--- src/rtl/mask_rev_pkg.sv ---
// Shared definitions for the mask-revision nibble display reader.
// Holds the scan FSM states, the 7-segment code table (also used by the
// display-side encoder), word geometry and the scan result payload.
package mask_rev_pkg;

  localparam int unsigned NIBBLES = 8;
  localparam int unsigned IDX_W   = 3;
  localparam int unsigned NIB_W   = 4;
  localparam int unsigned SEG_W   = 7;
  localparam int unsigned WORD_W  = NIBBLES * NIB_W;

  typedef enum logic [1:0] {
    ST_IDLE   = 2'd0,
    ST_SETTLE = 2'd1,
    ST_SAMPLE = 2'd2,
    ST_DONE   = 2'd3
  } state_e;

  // Segment codes, bit0=a ... bit6=g, active high
  localparam logic [SEG_W-1:0] SEG_HEX_0 = 7'h3F;
  localparam logic [SEG_W-1:0] SEG_HEX_1 = 7'h06;
  localparam logic [SEG_W-1:0] SEG_HEX_2 = 7'h5B;
  localparam logic [SEG_W-1:0] SEG_HEX_3 = 7'h4F;
  localparam logic [SEG_W-1:0] SEG_HEX_4 = 7'h66;
  localparam logic [SEG_W-1:0] SEG_HEX_5 = 7'h6D;
  localparam logic [SEG_W-1:0] SEG_HEX_6 = 7'h7D;
  localparam logic [SEG_W-1:0] SEG_HEX_7 = 7'h07;
  localparam logic [SEG_W-1:0] SEG_HEX_8 = 7'h7F;
  localparam logic [SEG_W-1:0] SEG_HEX_9 = 7'h6F;
  localparam logic [SEG_W-1:0] SEG_HEX_A = 7'h77;
  localparam logic [SEG_W-1:0] SEG_HEX_B = 7'h7C;
  localparam logic [SEG_W-1:0] SEG_HEX_C = 7'h39;
  localparam logic [SEG_W-1:0] SEG_HEX_D = 7'h5E;
  localparam logic [SEG_W-1:0] SEG_HEX_E = 7'h79;
  localparam logic [SEG_W-1:0] SEG_HEX_F = 7'h71;

  // Result of one full scan
  typedef struct packed {
    logic [WORD_W-1:0] word;
    logic              err;
    logic [IDX_W-1:0]  err_index;
  } scan_result_t;

  // Nibble to segment pattern, for the display-side encoder
  function automatic logic [SEG_W-1:0] seg_encode(input logic [NIB_W-1:0] nib);
    logic [SEG_W-1:0] code;
    case (nib)
      4'h0: code = SEG_HEX_0;
      4'h1: code = SEG_HEX_1;
      4'h2: code = SEG_HEX_2;
      4'h3: code = SEG_HEX_3;
      4'h4: code = SEG_HEX_4;
      4'h5: code = SEG_HEX_5;
      4'h6: code = SEG_HEX_6;
      4'h7: code = SEG_HEX_7;
      4'h8: code = SEG_HEX_8;
      4'h9: code = SEG_HEX_9;
      4'hA: code = SEG_HEX_A;
      4'hB: code = SEG_HEX_B;
      4'hC: code = SEG_HEX_C;
      4'hD: code = SEG_HEX_D;
      4'hE: code = SEG_HEX_E;
      default: code = SEG_HEX_F;
    endcase
    return code;
  endfunction

endpackage

--- src/rtl/mask_rev_reader_if.sv ---
// Bus between a host/tester and the mask-revision reader.
//   start      host -> reader  single-cycle scan request
//   seg_in     display -> reader observed segment pattern
//   sel_out    reader -> display digit index
//   busy/done  reader status, done is a one-cycle pulse
//   rev_out    assembled revision word
//   err        last scan saw an undecodable pattern
//   err_index  first undecodable digit of last scan
interface mask_rev_reader_if;
  import mask_rev_pkg::*;

  logic                start;
  logic [SEG_W-1:0]    seg_in;
  logic [IDX_W-1:0]    sel_out;
  logic                busy;
  logic                done;
  logic [WORD_W-1:0]   rev_out;
  logic                err;
  logic [IDX_W-1:0]    err_index;

  modport master (
    output start, seg_in,
    input  sel_out, busy, done, rev_out, err, err_index
  );

  modport slave (
    input  start, seg_in,
    output sel_out, busy, done, rev_out, err, err_index
  );

endinterface

--- src/rtl/mask_rev_reader_seg7_decode.sv ---
// Combinational 7-segment to hex nibble decoder.
//   seg       observed pattern, bit0=a ... bit6=g
//   nibble_c  decoded value, 0 when the pattern is not a hex digit
//   valid_c   pattern matched one of the 16 hex codes
module seg7_decode
  import mask_rev_pkg::*;
(
  input  logic [SEG_W-1:0] seg,
  output logic [NIB_W-1:0] nibble_c,
  output logic             valid_c
);

  always_comb begin
    nibble_c = '0;
    valid_c  = 1'b1;
    case (seg)
      SEG_HEX_0: nibble_c = 4'h0;
      SEG_HEX_1: nibble_c = 4'h1;
      SEG_HEX_2: nibble_c = 4'h2;
      SEG_HEX_3: nibble_c = 4'h3;
      SEG_HEX_4: nibble_c = 4'h4;
      SEG_HEX_5: nibble_c = 4'h5;
      SEG_HEX_6: nibble_c = 4'h6;
      SEG_HEX_7: nibble_c = 4'h7;
      SEG_HEX_8: nibble_c = 4'h8;
      SEG_HEX_9: nibble_c = 4'h9;
      SEG_HEX_A: nibble_c = 4'hA;
      SEG_HEX_B: nibble_c = 4'hB;
      SEG_HEX_C: nibble_c = 4'hC;
      SEG_HEX_D: nibble_c = 4'hD;
      SEG_HEX_E: nibble_c = 4'hE;
      SEG_HEX_F: nibble_c = 4'hF;
      default:   valid_c  = 1'b0;
    endcase
  end

endmodule

--- src/rtl/mask_rev_reader.sv ---
// Mask-revision reader: steps the display digit index 0..7, waits
// SETTLE_CYCLES for the segment pattern to settle, decodes each digit and
// publishes the assembled 32-bit word once per scan.
//   clk    system clock, rising edge
//   rst_n  asynchronous active-low reset
//   bus    slave side of mask_rev_reader_if
module mask_rev_reader
  import mask_rev_pkg::*;
#(
  parameter int unsigned SETTLE_CYCLES = 4,
  parameter int unsigned NUM_DIGITS    = 8
)(
  input  logic              clk,
  input  logic              rst_n,
  mask_rev_reader_if.slave  bus
);

  localparam int unsigned      CNT_W      = (SETTLE_CYCLES > 1) ? $clog2(SETTLE_CYCLES) : 1;
  localparam logic [CNT_W-1:0] CNT_RELOAD = CNT_W'(SETTLE_CYCLES - 1);
  localparam logic [IDX_W-1:0] LAST_IDX   = IDX_W'(NUM_DIGITS - 1);

  state_e           state_q, state_d;
  logic [CNT_W-1:0] cnt_q, cnt_d;
  logic [IDX_W-1:0] idx_q, idx_d;
  scan_result_t     shadow_q, shadow_d;
  scan_result_t     result_q, result_d;
  logic             busy_q, busy_d;
  logic             done_q, done_d;

  logic [NIB_W-1:0] dec_nibble_c;
  logic             dec_valid_c;

  seg7_decode u_decode (
    .seg      (bus.seg_in),
    .nibble_c (dec_nibble_c),
    .valid_c  (dec_valid_c)
  );

  // Scan sequencing, shadow accumulation and registered status
  always_comb begin
    state_d  = state_q;
    cnt_d    = cnt_q;
    idx_d    = idx_q;
    shadow_d = shadow_q;
    result_d = result_q;
    busy_d   = 1'b0;
    done_d   = 1'b0;

    case (state_q)
      ST_IDLE: begin
        if (bus.start) begin
          state_d  = ST_SETTLE;
          idx_d    = '0;
          cnt_d    = CNT_RELOAD;
          shadow_d = '0;
        end
      end

      ST_SETTLE: begin
        if (cnt_q == '0) begin
          state_d = ST_SAMPLE;
        end else begin
          cnt_d = cnt_q - CNT_W'(1);
        end
      end

      ST_SAMPLE: begin
        shadow_d.word[NIB_W*idx_q +: NIB_W] = dec_valid_c ? dec_nibble_c : '0;
        // Only the first bad digit of a scan is reported
        if (!dec_valid_c && !shadow_q.err) begin
          shadow_d.err       = 1'b1;
          shadow_d.err_index = idx_q;
        end
        if (idx_q == LAST_IDX) begin
          state_d = ST_DONE;
        end else begin
          state_d = ST_SETTLE;
          idx_d   = idx_q + IDX_W'(1);
          cnt_d   = CNT_RELOAD;
        end
      end

      ST_DONE: begin
        result_d = shadow_q;
        state_d  = ST_IDLE;
      end

      default: state_d = ST_IDLE;
    endcase

    // Status flops track the state being entered so they align with it
    busy_d = (state_d != ST_IDLE);
    done_d = (state_d == ST_DONE);
  end

  // State and datapath registers
  always_ff @(posedge clk or negedge rst_n) begin
    if (!rst_n) begin
      state_q  <= ST_IDLE;
      cnt_q    <= '0;
      idx_q    <= '0;
      shadow_q <= '0;
      result_q <= '0;
      busy_q   <= 1'b0;
      done_q   <= 1'b0;
    end else begin
      state_q  <= state_d;
      cnt_q    <= cnt_d;
      idx_q    <= idx_d;
      shadow_q <= shadow_d;
      result_q <= result_d;
      busy_q   <= busy_d;
      done_q   <= done_d;
    end
  end

  // sel_out is the digit index itself, so it holds 7 after a scan
  assign bus.sel_out   = idx_q;
  assign bus.busy      = busy_q;
  assign bus.done      = done_q;
  assign bus.rev_out   = result_q.word;
  assign bus.err       = result_q.err;
  assign bus.err_index = result_q.err_index;

endmodule

--- src/flat_wrapper.sv ---
// flat-port wrapper written by rule: the top's interface ports become plain ports
module mask_rev_reader_flat import mask_rev_pkg::*;
#(
  parameter int unsigned SETTLE_CYCLES = 4,
  parameter int unsigned NUM_DIGITS    = 8
)
  (clk, rst_n, bus_start, bus_seg_in, bus_sel_out, bus_busy, bus_done, bus_rev_out, bus_err, bus_err_index);
  mask_rev_reader_if bus_i ();
  input  logic clk;
  input  logic rst_n;
  input wire logic [$bits(bus_i.start)-1:0] bus_start;
  input wire logic [$bits(bus_i.seg_in)-1:0] bus_seg_in;
  output wire logic [$bits(bus_i.sel_out)-1:0] bus_sel_out;
  output wire logic [$bits(bus_i.busy)-1:0] bus_busy;
  output wire logic [$bits(bus_i.done)-1:0] bus_done;
  output wire logic [$bits(bus_i.rev_out)-1:0] bus_rev_out;
  output wire logic [$bits(bus_i.err)-1:0] bus_err;
  output wire logic [$bits(bus_i.err_index)-1:0] bus_err_index;
  assign bus_i.start = bus_start;
  assign bus_i.seg_in = bus_seg_in;
  assign bus_sel_out = bus_i.sel_out;
  assign bus_busy = bus_i.busy;
  assign bus_done = bus_i.done;
  assign bus_rev_out = bus_i.rev_out;
  assign bus_err = bus_i.err;
  assign bus_err_index = bus_i.err_index;
  mask_rev_reader #(.SETTLE_CYCLES(SETTLE_CYCLES), .NUM_DIGITS(NUM_DIGITS)) u_core (.clk(clk), .rst_n(rst_n), .bus(bus_i));
endmodule
--- config.mk ---
export PLATFORM = sky130hd
export DESIGN_NAME = mask_rev_reader_flat
export DESIGN_NICKNAME = d
export VERILOG_FILES = /design/src/rtl/mask_rev_pkg.sv /design/src/rtl/mask_rev_reader_if.sv /design/src/rtl/mask_rev_reader_seg7_decode.sv /design/src/rtl/mask_rev_reader.sv /design/src/flat_wrapper.sv
export SDC_FILE = /design/constraint.sdc
export NUM_CORES = 1
export LEC_CHECK = 0
export ABC_AREA = 0
export CAP_MARGIN = 20
export CORE_ASPECT_RATIO = 0.7
export CORE_MARGIN = 10
export CORE_UTILIZATION = 54
export CTS_CLUSTER_DIAMETER = 30
export CTS_CLUSTER_SIZE = 24
export DETAILED_ROUTE_END_ITERATION = 16
export PLACE_DENSITY = 0.82
export SLEW_MARGIN = 5
export SYNTH_ARGS = -nofsm -noshare
export SYNTH_HDL_FRONTEND = slang
export SYNTH_SLANG_ARGS = --single-unit
--- constraint.sdc ---
create_clock -name clk -period 2.17 [get_ports clk]
set_input_delay 0.217 -clock clk [delete_from_list [all_inputs] [get_ports clk]]
set_output_delay 0.217 -clock clk [all_outputs]
set_load 0.005 [all_outputs]
==> flow_summary.json, run 1 <==
{
  "powerDensity_nw_per_um2": 921,
  "synth_top_family_by_area": "simple AND/OR/NAND/NOR gates",
  "netSwitchingFraction": 0.307,
  "die_w_um": 118,
  "hold_viol": 0,
  "startpoint": "u_core.bus.sel_out[0]",
  "synth-xor-area-share": 0,
  "internal_power_mw": 2.85,
  "cp-end-kind": "register",
  "tightest_slew_ns": 0.622,
  "drive_gt1_frac": 0.234,
  "cts.sinks": 81,
  "slew_viol_final": 0,
  "wl_per_cell_um": 17.4,
  "initial_core_util": 0.567,
  "fin_cells": 463,
  "synthCells": 308,
  "yosys.area_share.adder": 0.0277,
  "grt_pass1_vias": 2651,
  "p_sw_mw": 1.26,
  "design_area_sq_um": 4470,
  "max_stage_delay_ns": 0.37,
  "dr.first_iter.drc_count": 194,
  "critPathLaunchType": "register",
  "n_fill_cell": 450,
  "vdd_drop_max_mv": 0.620,
  "synth-compound-area-share": 0.103,
  "cts.repair_timing.setup_buffer_count": 0,
  "drc": 0,
  "cts_tree": "built",
  "antenna_found_initial": 0,
  "hpwl_um": 5880,
  "setup_violations": 0,
  "gp_congestion": 0.917,
  "clk_pin_slew_ns": 0.08,
  "synth_seq_cells": 81,
  "ant_nets": 0,
  "max_freq_ghz": 0.518,
  "p_comb_frac": 0.283,
  "postSynth.asyncResetShare": 1.00,
  "htreeDepth": 3,
  "finalCriticalPeriod_ns": 1.93,
  "yosys.cell_types.count": 46,
  "insertedDiodeCount": 0,
  "clockBufferDepth": 2,
  "pin_count": 51,
  "hold-worst-slack_ns": 0.437,
  "rows": 24,
  "cts_root_buf": "clkbuf_8",
  "cap_violations": 0,
  "syn_nets": 326,
  "worst_path_max_delay_cell": "dfrtp_1",
  "grt_max_degree": 51,
  "r2r_start": "u_core.bus.sel_out[0]",
  "worstSetupPathType": "register to register",
  "clock_latency_ns": 0.35,
  "via_per_inst": 5.56,
  "grt_pass1_wl_um": 13800,
  "area_growth_pct": 23.7,
  "status": "complete, no violations",
  "die_height_um": 88.4,
  "nNetsFinal": 386,
  "cp.required_ns": 2.39,
  "final_cell_mix": "dfrtp_1, clkdlybuf4s50_1, nand2_1",
  "grtUsageTotal": 0.161,
  "final_common_cell": "dfrtp_1",
  "seq_power_share": 0.444,
  "fin_skew_ns": 0.00830,
  "synth_edf_count": 0,
  "final_util": 0.702,
  "coreArea_sq_um": 6370,
  "cts_buffers": 9,
  "wirelength_um": 8050,
  "fin_tns_setup_ns": 0,
  "hp-class": "input port to async pin",
  "crit_path_frequent_cell": "ha_1",
  "routed-via-count": 2573,
  "synth-warning-count": 0,
  "dieArea_sq_um": 10400,
  "syn_area_per_cell_sq_um": 11.7,
  "syn_area_sq_um": 3610,
  "placed_cells": 447,
  "cp_max_fo": 8,
  "yosys.area_share.simple": 0.159,
  "rsz0062_at_grt": "false",
  "timing.final.crit_share": 0.889,
  "place_area_sq_um": 4260,
  "numPortBuffers": 50,
  "register_area_sq_um": 2030,
  "worstPathCellList": "inv_2 -> ha_1 -> ha_1 -> nor3b_2 -> nand2_1 -> nand3_1 -> o21ai_1",
  "slew_headroom": 0.583,
  "grt-ovfl-total": 0,
  "leakage_nw": 2.01,
  "yosysSeqAreaShare": 0.561,
  "drtPass1Iterations": 4,
  "synthFlopType": "dfrtp_1",
  "cp.arrival_ns": 2.14,
  "p_clk_frac": 0.273,
  "multi_input_area_sq_um": 1490,
  "synth_mux_area_frac": 0.124
}
-- per-stage QoR --
step           total power [mW]  setup WS, ns
5_1_grt                    4.32        0.0196
2_1_floorplan              2.49         0.303
6_report                   4.12         0.241
4_1_cts                    4.13         0.252
3_5_place_dp               3.02       -0.0706
3_3_place_gp               2.96      -0.00668
-- layer usage --
metal	part of all wire	GRT usage	vias up
li1	-	-	1217
met5	0	0	-
met2	0.45	0.257	92
met3	0.073	0.0490	15
met4	0.014	0.0481	0
met1	0.47	0.209	1249
-- power by group through the flow --
stage	combinational, mW	clock [mW]	sequential [mW]
after global placement	1.12	0	1.84
final	1.17	1.12	1.83
after CTS	1.17	1.14	1.82
after global routing	1.28	1.19	1.85
after floorplan	0.657	0	1.84
after detailed placement	1.16	0	1.85
-- cell families after synthesis --
| group | Yosys count |
|---|---|
| AO/OA/AOI/OAI | 56 |
| adder cells (fa/ha/maj) | 8 |
| buffers and inverters | 18 |
| flip-flops | 81 |
| multiplexers | 40 |
| AND/OR/NAND/NOR | 105 |
-- Yosys cell counts, types with 2 or more instances --
cell,count,area share
nor3_2,3,0.0083
a22o_1,2,0.0049
nor2b_1,2,0.0035
nor2_1,12,0.012
a21oi_1,10,0.014
nor3_1,7,0.0097
a31oi_1,2,0.0035
buf_2,7,0.0097
nand2b_1,5,0.0087
nand3_1,11,0.015
mux2_2,37,0.12
o21ai_0,2,0.0028
clkbuf_1,2,0.0021
inv_1,5,0.0052
o21ai_2,8,0.019
nor4_1,2,0.0035
nor4b_1,2,0.0049
dfrtp_1,81,0.56
nor4bb_1,2,0.0055
ha_1,8,0.028
nand2_1,46,0.048
o21ai_1,25,0.035
nor4_2,2,0.0069
mux2i_1,3,0.0083
-- registers in the layout, indices dropped and copies added, names as in the netlist --
| name | flops |
|---|---|
| u_core.shadow_q | 36 |
| u_core.bus.rev_out | 32 |
| u_core.bus.err_index | 3 |
| u_core.bus.sel_out | 3 |
| u_core.cnt_q | 2 |
| u_core.state_q | 2 |
| u_core.bus.busy | 1 |
| u_core.bus.done | 1 |
| u_core.bus.err | 1 |
-- layout make-up --
| class | instances | area share |
|---|---|---|
| multi-input cells | 209 | 0.334 |
| flip-flops and latches | 81 | 0.454 |
| well taps | 91 | 0.0255 |
| repair buffers | 61 | 0.136 |
| clock buffers | 11 | 0.0339 |
| inverters | 6 | 0.00504 |
| clock inverters | 4 | 0.0115 |
-- critical path, delay by kind of cell (launching register included) --
kind / cells / cell delay (ns)
AOI/OAI and AO/OA: 1 / 0.08
adders and majority gates: 2 / 0.53
buffers and inverters: 1 / 0.07
DFF: 1 / 0.37
and+or+nand+nor: 3 / 0.73
-- final timing paths --
| path | endpoint | slack [ns] | cells after the start |
|---|---|---|---|
| worst max-delay path | u_core.shadow_q[22] | 0.24 | 7 |
| worst min-delay path | u_core.shadow_q[35] | 0.44 | 2 |
| worst max register to register | u_core.shadow_q[22] | 0.24 | 7 |
| worst min register to register | u_core.shadow_q[29] | 0.48 | 2 |
| max in group asynchronous | u_core.bus.busy | 1.14 | 3 |
| min in group clk | u_core.shadow_q[29] | 0.48 | 2 |
-- timing repair --
action | CTS | global route
hold buffers | 1 | 0
hold endpoints to repair | 49 | 0
resized for setup | 0 | 0
setup endpoints to repair | 0 | 0
No activity file was read; power rests on OpenSTA's default activity.
==> run 2, diff against run 1 <==
--- a/config.mk
+++ b/config.mk
@@ -9,11 +9,11 @@
 export CAP_MARGIN = 20
 export CORE_ASPECT_RATIO = 0.7
 export CORE_MARGIN = 10
-export CORE_UTILIZATION = 54
+export CORE_UTILIZATION = 58
 export CTS_CLUSTER_DIAMETER = 30
 export CTS_CLUSTER_SIZE = 24
 export DETAILED_ROUTE_END_ITERATION = 16
-export PLACE_DENSITY = 0.82
+export PLACE_DENSITY = 0.87
 export SLEW_MARGIN = 5
 export SYNTH_ARGS = -nofsm -noshare
 export SYNTH_HDL_FRONTEND = slang
==> constraint.sdc (replaced) <==
create_clock -name clk -period 2.37 [get_ports clk]
set_input_delay 0.237 -clock clk [delete_from_list [all_inputs] [get_ports clk]]
set_output_delay 0.237 -clock clk [all_outputs]
set_load 0.005 [all_outputs]
==> run 2 against run 1 <==
Compared with the run above: critical endpoint is now u_core.shadow_q[33]; die area shrank 5.6%; largest power group unchanged; highest routed layer unchanged; clock power shrank 9%; combinational power shrank 9%; via count grew 1.0%; global-route usage grew 1.7 points; clock skew grew 0.0043 ns; final area shrank 1.2%; fmax shrank 12%.
==> flow_summary.json, run 2 (synthesized netlist as in run 1, its figures left out) <==
{
  "status": "complete, no violations",
  "area_growth_pct": 22.2,
  "clock_latency_ns": 0.36,
  "cp_max_fo": 7,
  "slew_headroom": 0.626,
  "vdd_drop_max_mv": 0.578,
  "rows": 23,
  "numPortBuffers": 50,
  "insertedDiodeCount": 0,
  "clockBufferDepth": 2,
  "cts_root_buf": "clkbuf_8",
  "via_per_inst": 5.84,
  "routed-via-count": 2600,
  "worstSetupPathType": "register to register",
  "grt_pass1_vias": 2676,
  "p_comb_frac": 0.282,
  "setup_violations": 0,
  "regMostFlops": "u_core.shadow_q",
  "cap_violations": 0,
  "cp.arrival_ns": 2.44,
  "netSwitchingFraction": 0.313,
  "coreArea_sq_um": 5870,
  "largest_reg_flops": 36,
  "cp.required_ns": 2.61,
  "drc": 0,
  "p_clk_frac": 0.271,
  "grt-ovfl-total": 0,
  "powerDensity_nw_per_um2": 851,
  "cp-end-kind": "register",
  "max_freq_ghz": 0.456,
  "cts.sinks": 81,
  "multi_input_area_sq_um": 1490,
  "hpwl_um": 5940,
  "dieArea_sq_um": 9830,
  "initial_core_util": 0.615,
  "fin_skew_ns": 0.0126,
  "seq_power_share": 0.447,
  "slew_viol_final": 0,
  "grt_pass1_wl_um": 14100,
  "pin_count": 51,
  "n_fill_cell": 370,
  "internal_power_mw": 2.58,
  "wirelength_um": 8190,
  "tightest_slew_ns": 0.561,
  "dr.first_iter.drc_count": 420,
  "rsz0062_at_grt": "false",
  "die_height_um": 86.0,
  "critPathLaunchType": "register",
  "final_common_cell": "dfrtp_1",
  "clk_pin_slew_ns": 0.09,
  "die_w_um": 114,
  "final_util": 0.752,
  "grtUsageTotal": 0.178,
  "fin_tns_setup_ns": 0,
  "ant_nets": 0,
  "register_area_sq_um": 2030,
  "antenna_found_initial": 0,
  "drive_gt1_frac": 0.227,
  "leakage_nw": 1.98,
  "finalCriticalPeriod_ns": 2.19,
  "cts_tree": "built",
  "wl_per_cell_um": 18.4,
  "hp-class": "input port to async pin",
  "grt_max_degree": 46,
  "p_sw_mw": 1.18,
  "final_cell_mix": "dfrtp_1, clkdlybuf4s50_1, nand2_1",
  "nNetsFinal": 383,
  "gp_congestion": 0.981,
  "cts_buffers": 9,
  "timing.final.crit_share": 0.926,
  "hold_viol": 0,
  "htreeDepth": 3,
  "drtPass1Iterations": 4
}
-- run 2: cell count changes in the layout (fill, tap and decap cells not counted), sizes merged --
| cell | delta |
|---|---|
| buf | -3 |
| clkinv | +1 |
-- run 2: timing repair --
| item | 4_1_cts | 5_1_grt |
|---|---|---|
| hold buffers | 1 | 0 |
| endpoints found under the hold margin | 44 | 0 |
| resized for setup | 0 | 0 |
| buffers inserted | 0 | 0 |
-- run 2: metal layers --
metal	vias up	global-route usage	share of wire
li1	1204	-	-
met3	11	0.0564	0.091
met4	0	0.0556	0.013
met1	1274	0.239	0.43
met5	-	0	0
met2	111	0.268	0.46
-- run 2: cell type report --
type | instances | share of cell area
Sequential cell | 81 | 0.459
Tap cell | 75 | 0.0213
Timing Repair Buffer | 58 | 0.130
Multi-Input combinational cell | 209 | 0.338
Inverter | 6 | 0.00510
Clock buffer | 11 | 0.0320
Clock inverter | 5 | 0.0145
-- run 2: power groups by stage --
| stage | registers [mW] | logic, mW | clock network, mW |
|---|---|---|---|
| after floorplan | 1.68 | 0.602 | 0 |
| after global placement | 1.70 | 0.998 | 0 |
| after detailed placement | 1.71 | 1.04 | 0 |
| after CTS | 1.68 | 1.06 | 1.04 |
| after global routing | 1.71 | 1.17 | 1.09 |
| final | 1.68 | 1.06 | 1.02 |
-- run 2: worst max-delay path: stages, from the launching register on --
cell and delay (ns):
dfrtp_1 0.50, inv_1 0.15, ha_1 0.21, ha_1 0.34, nor3_1 0.46, a21oi_1 0.25
nand2_1 0.14, o21ai_2 0.05
-- run 2: final timing paths --
path	from	to	slack [ns]	cells past startpoint
setup / recovery	u_core.bus.sel_out[1]	u_core.shadow_q[33]	0.18	7
hold / removal	rst_n	u_core.bus.rev_out[13]	0.42	2
setup reg to reg	u_core.bus.sel_out[1]	u_core.shadow_q[33]	0.18	7
hold reg to reg	u_core.shadow_q[17]	u_core.shadow_q[17]	0.50	2
max in group asynchronous	rst_n	u_core.state_q[0]	1.36	3
min in group clk	u_core.shadow_q[17]	u_core.shadow_q[17]	0.50	2
-- run 2: metrics by stage --
| step | hold slack (ns) | instance area (sq um) | total power, mW | setup slack (ns) | instances |
|---|---|---|---|---|---|
| CTS | 0.427 | 4420 | 3.78 | 0.217 | 445 |
| finish | 0.420 | 4420 | 3.76 | 0.176 | 445 |
| global placement | 0.265 | 4200 | 2.69 | 0.257 | 428 |
| global route | 0.481 | 4420 | 3.97 | 0.0423 | 445 |
| floorplan | -0.0586 | 3610 | 2.28 | 0.503 | 308 |
| detailed placement | 0.268 | 4200 | 2.75 | 0.179 | 428 |
==> variant, RTL diff (settings of run 1) <==
Encoding of `state_e`: now one-hot (4 bits for 4 states).
--- a/src/rtl/mask_rev_pkg.sv
+++ b/src/rtl/mask_rev_pkg.sv
@@ -10,9 +10,9 @@
   localparam int unsigned WORD_W  = NIBBLES * NIB_W;
 
-  typedef enum logic [1:0] {
-    ST_IDLE   = 2'd0,
-    ST_SETTLE = 2'd1,
-    ST_SAMPLE = 2'd2,
-    ST_DONE   = 2'd3
+  typedef enum logic [3:0] {
+    ST_IDLE   = 4'b0001,
+    ST_SETTLE = 4'b0010,
+    ST_SAMPLE = 4'b0100,
+    ST_DONE   = 4'b1000
   } state_e;
 
Formal check against the unedited RTL: no difference found for any inputs over 10 cycles, from zero or initial values and one cycle with rst_n low; not proved beyond that.
==> variant against run 1 <==
- design area is 2.7% higher
- sequential cell count is 2 higher
- worst setup slack worse by 39 ps
- non-clock buffer count is 4 higher
- global-route usage is 0.36 points higher
- routed wire length is 1.6% higher
- synthesized area is 3.0% higher
- critical path type unchanged
- largest cell class unchanged
- highest routed layer unchanged
Power is not compared: it rests on default switching activity, and its combinational part moved more than twofold at a synthesized area within 25%.
==> variant: results (changes against run 1) <==
| Metric | Value |
|---|---|
| Final net count | 388 (was 386) |
| Min-delay worst type | input port to async pin (unchanged) |
| Largest cells by area after synthesis | dfrtp_1, mux2_2, mux2i_1, nand3_1, o21ai_0 (was dfrtp_1, mux2_2, nand2_1, o21ai_1, ha_1) |
| First-pass GRT wire length | 13900 um (was 13800 um) |
| Worst slew pin tran | 654 ps (was 622 ps) |
| CP arrival | 2250 ps (was 2140 ps) |
| Met3 wire len | 585 um (was 591 um) |
| Layout cells sized above 1 | 21.7% (was 23.4%) |
| Sequential area share after synthesis | 55.9% (was 56.1%) |
| CP max FO | 6 (was 8) |
| Detailed Route Iter0 Violations | 158 (was 194) |
| Via-to-Cell Ratio | 5.64 (was 5.56) |
| Largest register FFs | 36 (unchanged) |
| Reg clk slew, reported paths | 80 ps (about the same) |
| Worst Skew | 12.1 ps (was 8.30 ps) |
| Multiplexer share of the synthesized area | 14.7% (was 12.4%) |
| Post-synthesis adder-cell area fraction | 1.68% (was 2.77%) |
| Clk buf depth | 2 (unchanged) |
| Top cells by count, synth | dfrtp_1, mux2_2, nand2_1 (was dfrtp_1, nand2_1, mux2_2) |
| Pre-CTS WS | 96.7 ps (was -70.6 ps) |
| Compound-Gate Fraction of Synth Area | 7.50% (was 10.3%) |
| Leak pwr | approximately 2 nW |
| Mapped Nets | 328 (was 326) |
| Final HPWL DP | 5930 um (was 5880 um) |
| GPL Wtd Cong | 0.919 (was 0.917) |
| Yosys Warn Count | 0 (unchanged) |
| Met2 Routed Length | 3780 um (was 3600 um) |
| Synth Area in XOR/XNOR | 0.471% (was 0%) |
| Post-Layout Cell Count | 472 (was 463) |
| Dpl cell area | 0.00438 mm2 (was 0.00426 mm2) |
| Status | completed (unchanged) |
| Yosys cell types | 51 (was 46) |
| Routed length on met1 | 3710 um (was 3750 um) |
| Total Routing Usage GR | 16.5% (was 16.1%) |
| Post-Syn Instances | 313 (was 308) |
| Antenna cells | 0 (unchanged) |
| WL final | 8180 um (was 8050 um) |
| Placed cells | 454 (was 447) |
[variant: cell count changes in the layout (fill, tap and decap cells not counted), moves of 4 or more]
cell and delta:
o21ai_0 +21, o21ai_1 -20, nand2_1 -19, nand3_1 +13, mux2i_1 +11, o21ai_2 -8, a21oi_1 -6, buf_4 +4
nand4_1 +4
[variant: area by class of cell]
class | count | area [um2]
fillers | 490 | 2130
flip-flops and latches | 83 | 2080
multi-input cells | 206 | 1530
repair buffers | 65 | 638
clock buffers | 9 | 124
well taps | 94 | 118
clock inverters | 7 | 73.8
inverters | 8 | 30.0
[variant: critical path, cell delays in order, from the launching register on]
cell and delay [ps]:
dfrtp_1 450, inv_1 90, ha_1 210, ha_1 370, nor2b_1 200, and3b_1 340
mux2i_1 240
[variant: worst paths after layout]
path	to	slack [ps]	cells past startpoint
min in group clk	u_core.cnt_q[0]	500	1
min	u_core.bus.err_index[0]	350	2
max	u_core.shadow_q[20]	200	6
max in group asynchronous	u_core.shadow_q[30]	1220	3
min reg2reg	u_core.cnt_q[0]	500	1
max reg2reg	u_core.shadow_q[20]	200	6
[variant: what timing repair did]
action | CTS | global route
endpoints found under the setup margin | 0 | 4
endpoints found under the hold margin | 32 | 0
gates resized for setup | 0 | 1
setup buffers | 0 | 1
hold buffers | 1 | 0
[variant: power breakdown]
group          leakage [nW]  internal [mW]  total [mW]  switching, mW
Combinational         0.781          0.172       0.390          0.218
Clock                 0.100          0.540        1.13          0.586
Sequential             1.12           1.61        1.68         0.0712
Total                  2.00           2.32        3.20          0.875
[variant: layer usage]
layer / up-vias / global-route usage, %
li1: 1234 / -
met1: 1338 / 20.4
met2: 80 / 26.3
met3: 11 / 6.12
met4: 0 / 5.30
met5: - / 0
